===== config.mk =====
export PLATFORM = sky130hd
export DESIGN_NAME = scs8hd_o311ai_bist_flat
export DESIGN_NICKNAME = d
export VERILOG_FILES = /design/src/rtl/scs8hd_o311ai_bist_pkg.sv /design/src/rtl/scs8hd_o311ai_bist_if.sv /design/src/rtl/scs8hd_o311ai_bist_misr16.sv /design/src/rtl/scs8hd_o311ai_bist.sv /design/src/flat_wrapper.sv
export SDC_FILE = /design/constraint.sdc
export NUM_CORES = 1
export LEC_CHECK = 0
export BUFFER_PORTS_ARGS = -buffer_cell sky130_fd_sc_hd__buf_4
export CORE_MARGIN = 10
export CORE_UTILIZATION = 35
export DETAILED_ROUTE_END_ITERATION = 16
export PLACE_DENSITY = 0.67
export SYNTH_ARGS = -nofsm -noshare
export SYNTH_HDL_FRONTEND = slang
export SYNTH_SLANG_ARGS = --single-unit

===== constraint.sdc =====
create_clock -name CLK -period 3.4 [get_ports CLK]
set_input_delay 0.68 -clock CLK [delete_from_list [all_inputs] [get_ports CLK]]
set_output_delay 0.68 -clock CLK [all_outputs]
set_load 0.02 [all_outputs]

===== src/rtl/scs8hd_o311ai_bist_pkg.sv =====
// Shared constants for the complex-gate BIST blocks: FSM encodings, MISR polynomial/seed,
// vector-bit field positions and a saturating counter helper.
package scs8hd_o311ai_bist_pkg;

  localparam logic [1:0] ST_IDLE    = 2'd0;
  localparam logic [1:0] ST_SETTLE  = 2'd1;
  localparam logic [1:0] ST_CAPTURE = 2'd2;
  localparam logic [1:0] ST_DONE    = 2'd3;

  localparam logic [15:0] MISR_POLY = 16'h1021;
  localparam logic [15:0] MISR_SEED = 16'hFFFF;

  // Field positions inside the vector register {C1,B1,A3,A2,A1}
  localparam int unsigned VB_A1 = 0;
  localparam int unsigned VB_A2 = 1;
  localparam int unsigned VB_A3 = 2;
  localparam int unsigned VB_B1 = 3;
  localparam int unsigned VB_C1 = 4;

  function automatic logic [7:0] sat_inc8(input logic [7:0] v);
    return (v == 8'hFF) ? v : v + 8'd1;
  endfunction

endpackage


===== src/rtl/scs8hd_o311ai_bist_if.sv =====
// Handshake, cell-drive and result signals between the o311ai BIST and its host/test ring.
interface scs8hd_o311ai_bist_if;
  logic        START;
  logic        Y_IN;
  logic        A1, A2, A3, B1, C1;
  logic        BUSY;
  logic        DONE;
  logic        PASS;
  logic [7:0]  ERR_COUNT;
  logic [4:0]  FAIL_VEC;
  logic [15:0] SIGNATURE;

  modport master (
    output START, Y_IN,
    input  A1, A2, A3, B1, C1, BUSY, DONE, PASS, ERR_COUNT, FAIL_VEC, SIGNATURE
  );

  modport slave (
    input  START, Y_IN,
    output A1, A2, A3, B1, C1, BUSY, DONE, PASS, ERR_COUNT, FAIL_VEC, SIGNATURE
  );
endinterface


===== src/rtl/scs8hd_o311ai_bist_misr16.sv =====
// 16-bit single-input Galois MISR; reused by the complex-gate BIST blocks.
module scs8hd_bist_misr16
  import scs8hd_o311ai_bist_pkg::*;
(
  input  logic        CLK,
  input  logic        RESET,
  input  logic        init,
  input  logic        en,
  input  logic        din,
  output logic [15:0] sig
);

  always_ff @(posedge CLK) begin
    if (RESET || init) begin
      sig <= MISR_SEED;
    end else if (en) begin
      sig <= {sig[14:0], 1'b0} ^ ((sig[15] ^ din) ? MISR_POLY : 16'h0000);
    end
  end

endmodule


===== src/rtl/scs8hd_o311ai_bist.sv =====
// Exhaustive pattern generator / response checker for the o311ai cell:
// sweeps all 32 input vectors, compares Y, counts mismatches and compresses responses.
module scs8hd_o311ai_bist
  import scs8hd_o311ai_bist_pkg::*;
#(
  parameter int unsigned SETTLE_CYCLES = 2,
  parameter int unsigned NUM_PASSES    = 1
) (
  input logic                  CLK,
  input logic                  RESET,
  scs8hd_o311ai_bist_if.slave  bus
);

  localparam logic [3:0] SCNT_LOAD = 4'(SETTLE_CYCLES - 1);
  localparam logic [1:0] PASS_LAST = 2'(NUM_PASSES - 1);

  logic [1:0] state;
  logic [4:0] vec;
  logic [3:0] scnt;
  logic [1:0] pass_cnt;
  logic       first_fail;
  logic [7:0] err_count;
  logic [4:0] fail_vec;
  logic       start_run;
  logic       capture;
  logic       exp_y;

  assign start_run = ((state == ST_IDLE) || (state == ST_DONE)) && bus.START;
  assign capture   = (state == ST_CAPTURE);
  assign exp_y     = ~((vec[VB_A1] | vec[VB_A2] | vec[VB_A3]) & vec[VB_B1] & vec[VB_C1]);

  always_ff @(posedge CLK) begin
    if (RESET) begin
      state      <= ST_IDLE;
      vec        <= '0;
      scnt       <= '0;
      pass_cnt   <= '0;
      first_fail <= 1'b0;
      err_count  <= '0;
      fail_vec   <= '0;
    end else begin
      case (state)
        ST_IDLE, ST_DONE: begin
          if (bus.START) begin
            state      <= ST_SETTLE;
            vec        <= '0;
            pass_cnt   <= '0;
            first_fail <= 1'b0;
            err_count  <= '0;
            fail_vec   <= '0;
            scnt       <= SCNT_LOAD;
          end
        end
        ST_SETTLE: begin
          if (scnt != '0) scnt <= scnt - 4'd1;
          else            state <= ST_CAPTURE;
        end
        ST_CAPTURE: begin
          if (bus.Y_IN != exp_y) begin
            err_count <= sat_inc8(err_count);
            if (!first_fail) begin
              fail_vec   <= vec;
              first_fail <= 1'b1;
            end
          end
          // vec stays at 31 on completion so the last vector remains on the cell in DONE
          if ((vec == 5'd31) && (pass_cnt == PASS_LAST)) begin
            state <= ST_DONE;
          end else begin
            vec   <= vec + 5'd1;
            scnt  <= SCNT_LOAD;
            state <= ST_SETTLE;
            if (vec == 5'd31) pass_cnt <= pass_cnt + 2'd1;
          end
        end
        default: state <= ST_IDLE;
      endcase
    end
  end

  scs8hd_bist_misr16 u_misr (
    .CLK   (CLK),
    .RESET (RESET),
    .init  (start_run),
    .en    (capture),
    .din   (bus.Y_IN),
    .sig   (bus.SIGNATURE)
  );

  assign bus.A1        = vec[VB_A1];
  assign bus.A2        = vec[VB_A2];
  assign bus.A3        = vec[VB_A3];
  assign bus.B1        = vec[VB_B1];
  assign bus.C1        = vec[VB_C1];
  assign bus.BUSY      = (state == ST_SETTLE) || (state == ST_CAPTURE);
  assign bus.DONE      = (state == ST_DONE);
  assign bus.PASS      = (state == ST_DONE) && (err_count == '0);
  assign bus.ERR_COUNT = err_count;
  assign bus.FAIL_VEC  = fail_vec;

endmodule


===== src/flat_wrapper.sv =====
// flat-port wrapper written by rule: the top's interface ports become plain ports
module scs8hd_o311ai_bist_flat import scs8hd_o311ai_bist_pkg::*;
#(
  parameter int unsigned SETTLE_CYCLES = 2,
  parameter int unsigned NUM_PASSES    = 1
)
  (CLK, RESET, bus_START, bus_Y_IN, bus_A1, bus_A2, bus_A3, bus_B1, bus_C1, bus_BUSY, bus_DONE, bus_PASS, bus_ERR_COUNT, bus_FAIL_VEC, bus_SIGNATURE);
  scs8hd_o311ai_bist_if bus_i ();
  input logic CLK;
  input logic RESET;
  input wire logic [$bits(bus_i.START)-1:0] bus_START;
  input wire logic [$bits(bus_i.Y_IN)-1:0] bus_Y_IN;
  output wire logic [$bits(bus_i.A1)-1:0] bus_A1;
  output wire logic [$bits(bus_i.A2)-1:0] bus_A2;
  output wire logic [$bits(bus_i.A3)-1:0] bus_A3;
  output wire logic [$bits(bus_i.B1)-1:0] bus_B1;
  output wire logic [$bits(bus_i.C1)-1:0] bus_C1;
  output wire logic [$bits(bus_i.BUSY)-1:0] bus_BUSY;
  output wire logic [$bits(bus_i.DONE)-1:0] bus_DONE;
  output wire logic [$bits(bus_i.PASS)-1:0] bus_PASS;
  output wire logic [$bits(bus_i.ERR_COUNT)-1:0] bus_ERR_COUNT;
  output wire logic [$bits(bus_i.FAIL_VEC)-1:0] bus_FAIL_VEC;
  output wire logic [$bits(bus_i.SIGNATURE)-1:0] bus_SIGNATURE;
  assign bus_i.START = bus_START;
  assign bus_i.Y_IN = bus_Y_IN;
  assign bus_A1 = bus_i.A1;
  assign bus_A2 = bus_i.A2;
  assign bus_A3 = bus_i.A3;
  assign bus_B1 = bus_i.B1;
  assign bus_C1 = bus_i.C1;
  assign bus_BUSY = bus_i.BUSY;
  assign bus_DONE = bus_i.DONE;
  assign bus_PASS = bus_i.PASS;
  assign bus_ERR_COUNT = bus_i.ERR_COUNT;
  assign bus_FAIL_VEC = bus_i.FAIL_VEC;
  assign bus_SIGNATURE = bus_i.SIGNATURE;
  scs8hd_o311ai_bist #(.SETTLE_CYCLES(SETTLE_CYCLES), .NUM_PASSES(NUM_PASSES)) u_core (.CLK(CLK), .RESET(RESET), .bus(bus_i));
endmodule

==> results of run 1 <==
[per-layer routing]
metal / global-route usage / vias to the layer above / share of wire / wire length [um]
met5: 0 / - / 0 / 0
met4: 0.0364 / 0 / 0.010 / 51
met3: 0.0282 / 4 / 0.046 / 228
met2: 0.170 / 29 / 0.48 / 2390
met1: 0.123 / 871 / 0.46 / 2290
li1: - / 967 / - / -
[worst min path at each step]
stage | end | slack [ns] | cells past startpoint
3_5_place_dp | u_core.u_misr.sig[0]$_SDFFE_PP1P_ | 0.49 | 2
4_1_cts | u_core.scnt[0]$_SDFFE_PP0P_ | 0.51 | 1
2_1_floorplan | u_core.scnt[0]$_SDFFE_PP0P_ | 0.46 | 1
6_report | u_core.scnt[0]$_SDFFE_PP0P_ | 0.50 | 1
3_3_place_gp | u_core.u_misr.sig[1]$_SDFFE_PP1P_ | 0.49 | 2
5_1_grt | u_core.scnt[0]$_SDFFE_PP0P_ | 0.54 | 1
[report_power, final]
part	switching [mW]	internal, mW	leakage [nW]
sequential	0.0529	0.546	0.348
clock	0.188	0.147	0.0443
combinational	0.306	0.195	0.545
total	0.547	0.888	0.937
[synth_stat cells, drive strengths merged]
library cell and number:
a21boi 2, nor3 7, ha 11, nor3b 3, inv 13, buf 3
o21ba 1, or4 8, nand3 16, and3 2, dfxtp 43, or2 2
o31ai 2, clkbuf 13, xor2 4, a311oi 1, nor2b 2, nand4 3
nand2 38, or3 4, a22oi 1, a21oi 8, nand2b 6, xnor2 4
a311o 1, mux2i 14, nor2 14, nand3b 3, nor4bb 1, or4b 1
a31oi 12, nor4 2, o21ai 10, a211oi 3
[layout by cell type, fill, tap and decap left out, drive strengths merged, types with 3 or more instances in the layout]
cell / n
nor3b: 3
buf: 42
nand3: 16
nor2: 14
xnor2: 4
nand4: 3
nand2: 38
mux2i: 14
clkbuf: 5
ha: 11
nand2b: 6
a211oi: 3
nand3b: 3
inv: 13
xor2: 4
or3: 4
dfxtp: 43
o21ai: 10
or4: 8
nor3: 7
a21oi: 8
a31oi: 12
[stage by stage]
stage	util	area (um^2)
after detailed placement	0.421	2490
after floorplan	-	2150
after global placement	0.421	2490
after global routing	0.437	2590
after CTS	0.437	2590
final	0.437	2590
[cells by family (layout without fill, tap and decap cells)]
group	count (synthesis)	after routing	share of synthesized area
multiplexers	14	14	0.0653
AND/OR/NAND/NOR	112	112	0.266
buffers and inverters	29	63	0.0519
flip-flops	43	43	0.401
XOR/XNOR	8	8	0.0326
adder cells (fa/ha/maj)	11	11	0.0641
AO/OA/AOI/OAI	41	41	0.118
[critical path: stages (launching register included)]
cell	delay, ns
dfxtp_1	0.36
inv_1	0.07
ha_2	0.30
buf_4	0.47
nand2_1	0.13
nor3_1	0.77
o21ai_0	0.18
a31oi_1	0.19
[layout make-up]
class | count | area (um^2)
multi-input combinational | 186 | 1180
clock inverter | 3 | 25.0
timing repair buffer | 42 | 315
tap | 75 | 93.8
sequential | 43 | 861
clock buffer | 5 | 68.8
fill | 597 | 3330
inverter | 13 | 48.8
[sequential cells by signal, summed over array words and instances, names as in the netlist]
| signal | flops |
|---|---|
| u_core.vec | 5 |
| u_core.pass_cnt | 2 |
| u_core.bus.ERR_COUNT | 8 |
| u_core.first_fail | 1 |
| u_core.state | 2 |
| u_core.u_misr.sig | 16 |
| u_core.bus.FAIL_VEC | 5 |
| u_core.scnt | 4 |
==> PnR_summary.wiki, run 1 <==
{| class="wikitable"
! Metric !! Value
|-
| Status || finished clean
|-
| Cts hold-fix bufs || 0
|-
| Starting Density || 0.362
|-
| Post-CTS Repair Setup Buffers || 0
|-
| Clock transition at the registers of the reported paths || 0.08 ns
|-
| Data arrival, critical path || 2.78 ns
|-
| Total congestion overflow after global routing || 0
|-
| Required time worst endpoint || 3.63 ns
|-
| Worst setup path start || u_core.state[0]$_SDFFE_PP0P_
|-
| Count of max-cap constraint violations || 0
|-
| Pre-CTS worst setup slack || 0.861 ns
|-
| Mapped Avg Cell Area || 8.32 um^2
|-
| Height of the die || 98.3 um
|-
| Routed length per instance || 13.5 um
|-
| Part of the Yosys area used for sequential elements || 0.401
|-
| Via count of the first global-routing pass || 1752
|-
| Core area || 5920 um^2
|-
| Antenna diodes || 0
|-
| Kind of path behind the tightest hold check || flip-flop to flip-flop
|-
| RSZ-0062 raised after global routing || no
|-
| Via count of the routed design || 1871
|-
| TritonCTS clock tree || yes
|-
| Final sum of negative setup slack || 0 ns
|-
| CP Capture Type || flip-flop
|-
| Clock tree root buffer cell || clkbuf_8
|-
| Number of hold violations in the final report || 0
|-
| Gates resized, CTS repair || 0
|-
| Antenna Nets Post-Route || 0
|-
| Highest ir drop seen on vdd || 0.221 mV
|-
| Antenna violations before repair || 0
|-
| Critical path class || flip-flop to flip-flop
|-
| Biggest fanout along the worst timing path || 45
|-
| Total die area || 9660 um^2
|-
| Final number of max-transition violations || 0
|-
| Top cell type's share of synthesized area || 0.401
|-
| Clk_skew || 0.00808 ns
|-
| Net count reported at finish || 306
|-
| Pin slew with the least headroom to its limit || 0.915 ns
|-
| Number of remaining DRC errors || 0
|-
| Worst R2R Start || u_core.state[0]$_SDFFE_PP0P_
|-
| Minimum period implied by the final worst setup slack || 2.55 ns
|-
| Bufs on Longest Clock Path || 2
|-
| #FFs+latches synth || 43
|-
| Placed wire-length estimate after detailed placement || 3590 um
|-
| Vias per inst || 5.10
|-
| GRT Overall Usage || 0.102
|-
| Total iterations of the first detailed-routing run || 4
|-
| Global-route wire length before repair || 8580 um
|-
| Overall routed net length || 4960 um
|-
| Iter 0 DRT Violations || 89
|-
| Worst hold path startpoint || u_core.scnt[0]$_SDFFE_PP0P_
|-
| Number of buffers added by the clock tree synthesis step || 5
|-
| Critical path launch point type || flip-flop
|-
| Internal reg-to-reg setup slack || 0.85 ns
|-
| Maximum number of pins on one net before global-route repair || 46
|-
| Destination of the worst register-to-register timing path || u_core.bus.ERR_COUNT[2]$_SDFFE_PP0P_
|-
| Die W || 98.3 um
|-
| Layout cells sized above 1 || 0.188
|-
| Distinct cell type count of the synthesized netlist || 36
|-
| Number of sinks handled by clock tree synthesis || 43
|-
| Power Dens Cells || 554 nW/um^2
|-
| Post-Syn Nets || 273
|-
| Clock network latency to the later pin of the worst-skew pair || 0.30 ns
|-
| Final worst slack || 0.846 ns
|-
| H-tree depth || 2
|-
| Number of instances in the placed design || 359
|-
| Min Hold Slack || 0.505 ns
|-
| End of the critical path || u_core.bus.ERR_COUNT[2]$_SDFFE_PP0P_
|-
| Relative slew slack || 0.385
|-
| Number of top-level pins || 41
|-
| Area Overhead vs Synth || 20.6%
|-
| Layout Cells excl Fill || 367
|-
| Design Power || 1.44 mW
|-
| Buffers added on ports || 40
|-
| Core Rows || 28
|-
| Number of warning messages in the yosys log || 0
|-
| Final Wtd Congestion || 0.810
|-
| Finish-stage setup viols || 0
|-
| Number of cells traversed by the worst register-to-register path || 7
|-
| Share of the clock period used by the worst path || 0.751
|-
| Leak Pwr || 0.937 nW
|-
| Synth area leader || dfxtp_1
|-
| Post-synthesis instance area || 2150 um^2
|-
| Gate count of the mapped netlist || 258
|-
| Maximum frequency from static timing analysis || 392 MHz
|-
| Leading post-synthesis cells by cell area || dfxtp_1, nand2_1, mux2i_1, ha_1, nand3_1
|}
Note: power is estimated with default switching activity, not from simulation.
==> run 2, diff against run 1 <==
==> constraint.sdc (replaced) <==
create_clock -name CLK -period 2.68 [get_ports CLK]
set_input_delay 0.536 -clock CLK [delete_from_list [all_inputs] [get_ports CLK]]
set_output_delay 0.536 -clock CLK [all_outputs]
set_load 0.02 [all_outputs]
==> run 2 against run 1 <==
  * Combinational power grew 36%
  * Global-route usage up 0.23 points
  * Clock skew down 0.00063 ns
  * Largest cell class unchanged
  * Cell area is 1.9% higher
==> PnR_summary.wiki, run 2 (synthesized netlist as in run 1, its figures left out) <==
{| class="wikitable"
! Metric !! Value
|-
| Status || finished clean
|-
| Worst path slowest cell || or4_1
|-
| Pin slew with the least headroom to its limit || 0.646 ns
|-
| Maximum number of pins on one net before global-route repair || 31
|-
| Data arrival, critical path || 2.65 ns
|-
| Overall routed net length || 4970 um
|-
| Required time worst endpoint || 2.90 ns
|-
| Total die area || 9660 um^2
|-
| Highest ir drop seen on vdd || 0.319 mV
|-
| Number of buffers added by the clock tree synthesis step || 5
|-
| Starting Density || 0.362
|-
| Share of the clock period used by the worst path || 0.907
|-
| Total iterations of the first detailed-routing run || 4
|-
| Clock transition at the registers of the reported paths || 0.09 ns
|-
| Antenna diodes || 0
|-
| Via count of the first global-routing pass || 1784
|-
| Routed length per instance || 13.3 um
|-
| Final Wtd Congestion || 0.776
|-
| Number of sinks handled by clock tree synthesis || 43
|-
| Post-CTS Repair Setup Buffers || 0
|-
| Number of buffers and inverters on the critical path || 1
|-
| Area Overhead vs Synth || 22.9%
|-
| Layout cells sized above 1 || 0.208
|-
| Number of remaining DRC errors || 0
|-
| RSZ-0062 raised after global routing || no
|-
| Via count of the routed design || 1903
|-
| Register with the most flip-flops || u_core.u_misr.sig
|-
| Leak Pwr || 0.966 nW
|-
| Die W || 98.3 um
|-
| Core area || 5920 um^2
|-
| Layout Cells excl Fill || 373
|-
| Internal Pwr Total || 1.16 mW
|-
| Buffers added on ports || 40
|-
| Power Dens Cells || 709 nW/um^2
|-
| Antenna violations before repair || 0
|-
| Final sum of negative setup slack || 0 ns
|-
| GRT Overall Usage || 0.105
|-
| Count of max-cap constraint violations || 0
|-
| Number of top-level pins || 41
|-
| H-tree depth || 2
|-
| Iter 0 DRT Violations || 136
|-
| Switching power || 0.708 mW
|-
| Bufs on Longest Clock Path || 2
|-
| Net count reported at finish || 312
|-
| Most common library cell in the layout ignoring fill and taps || buf_4
|-
| Kind of path behind the tightest hold check || flip-flop to flip-flop
|-
| Gates resized, CTS repair || 0
|-
| Minimum period implied by the final worst setup slack || 2.43 ns
|-
| Min Hold Slack || 0.499 ns
|-
| Clock network latency to the later pin of the worst-skew pair || 0.30 ns
|-
| TritonCTS clock tree || yes
|-
| Part of the power in the clock network || 0.228
|-
| Cell Chain, Critical Path || inv_1, ha_2, nand2_1, a21boi_0, or3_4, or4_1, a211oi_1
|-
| Logic gate share of total power || 0.365
|-
| Clk_skew || 0.00745 ns
|-
| Cts hold-fix bufs || 0
|-
| Switching power share of the total || 0.379
|-
| Global-route wire length before repair || 8730 um
|-
| Standard cell area after detailed placement || 2540 um^2
|-
| Biggest fanout along the worst timing path || 13
|-
| Maximum frequency from static timing analysis || 411 MHz
|-
| Antenna Nets Post-Route || 0
|-
| Total congestion overflow after global routing || 0
|-
| Finish-stage setup viols || 0
|-
| Number of hold violations in the final report || 0
|-
| Highest-count cells in the layout ignoring fill and taps || buf_4, dfxtp_1, nand2_1
|-
| Core Rows || 28
|-
| Cell area after layout || 2640 um^2
|-
| Final number of max-transition violations || 0
|-
| Critical path launch point type || flip-flop
|-
| Number of instances in the placed design || 365
|-
| Relative slew slack || 0.565
|-
| Worst stage delay on the critical path || 0.51 ns
|-
| Critical path class || flip-flop to flip-flop
|-
| Largest delay contributor family on the critical path || simple AND/OR/NAND/NOR gates
|-
| CP Capture Type || flip-flop
|-
| Portion of total power attributed to sequential cells || 0.407
|-
| Vias per inst || 5.10
|-
| Clock tree root buffer cell || clkbuf_8
|-
| Number of flip-flops under the largest register name || 16
|-
| Placed wire-length estimate after detailed placement || 3690 um
|-
| Height of the die || 98.3 um
|}
## run 2: cell types whose count changed in the layout (fill, tap and decap cells not counted)
| cell | delta |
|---|---|
| buf_4 | +6 |
| clkinv_4 | -2 |
| clkinvlp_4 | +1 |
| inv_6 | +1 |
| or3_1 | -1 |
| or3_4 | +1 |
## run 2: cell type report
class,instances,area (um^2)
repair buffers,48,360
multi-input cells,186,1180
flip-flops and latches,43,861
clock buffers,5,68.8
inverters,13,48.8
clock inverters,3,23.8
fillers,584,3280
well taps,75,93.8
## run 2: worst register-to-register path, delay by kind of cell, from the launching register on
family | cells | cell delay, ns
AOI/OAI and AO/OA | 2 | 0.45
adders and majority gates | 1 | 0.36
buffers and inverters | 1 | 0.07
DFF | 1 | 0.42
and+or+nand+nor | 3 | 1.06
## run 2: final timing paths
path / from / to / slack [ns] / cells after the start
max: u_core.state[0]$_SDFFE_PP0P_ / u_core.bus.ERR_COUNT[3]$_SDFFE_PP0P_ / 0.25 / 7
min: u_core.scnt[0]$_SDFFE_PP0P_ / u_core.scnt[0]$_SDFFE_PP0P_ / 0.50 / 1
max reg2reg: u_core.state[0]$_SDFFE_PP0P_ / u_core.bus.ERR_COUNT[3]$_SDFFE_PP0P_ / 0.25 / 7
min reg2reg: u_core.scnt[0]$_SDFFE_PP0P_ / u_core.scnt[0]$_SDFFE_PP0P_ / 0.50 / 1
## run 2: power groups by stage
stage                     sequential [mW]  combinational [mW]  clock, mW
after global routing                0.773               0.776      0.462
after detailed placement            0.776               0.678          0
final                               0.762               0.682      0.426
after CTS                           0.761               0.681      0.442
after floorplan                     0.764               0.499          0
after global placement              0.773               0.666          0
## run 2: stage by stage
stage               power [mW]  setup WS [ns]   util
detailed placement        1.45          0.167  0.429
floorplan                 1.26          0.307      -
global route              2.01         0.0372  0.445
global placement          1.44          0.294  0.429
CTS                       1.88          0.132  0.445
finish                    1.87          0.250  0.445
## run 2: layer usage
metal	GRT usage	part of all wire	up-vias	wire length [um]
met1	0.133	0.45	871	2250
met5	0	0	-	0
met2	0.165	0.47	45	2360
met3	0.0275	0.056	5	279
li1	-	-	982	-
met4	0.0397	0.015	0	76
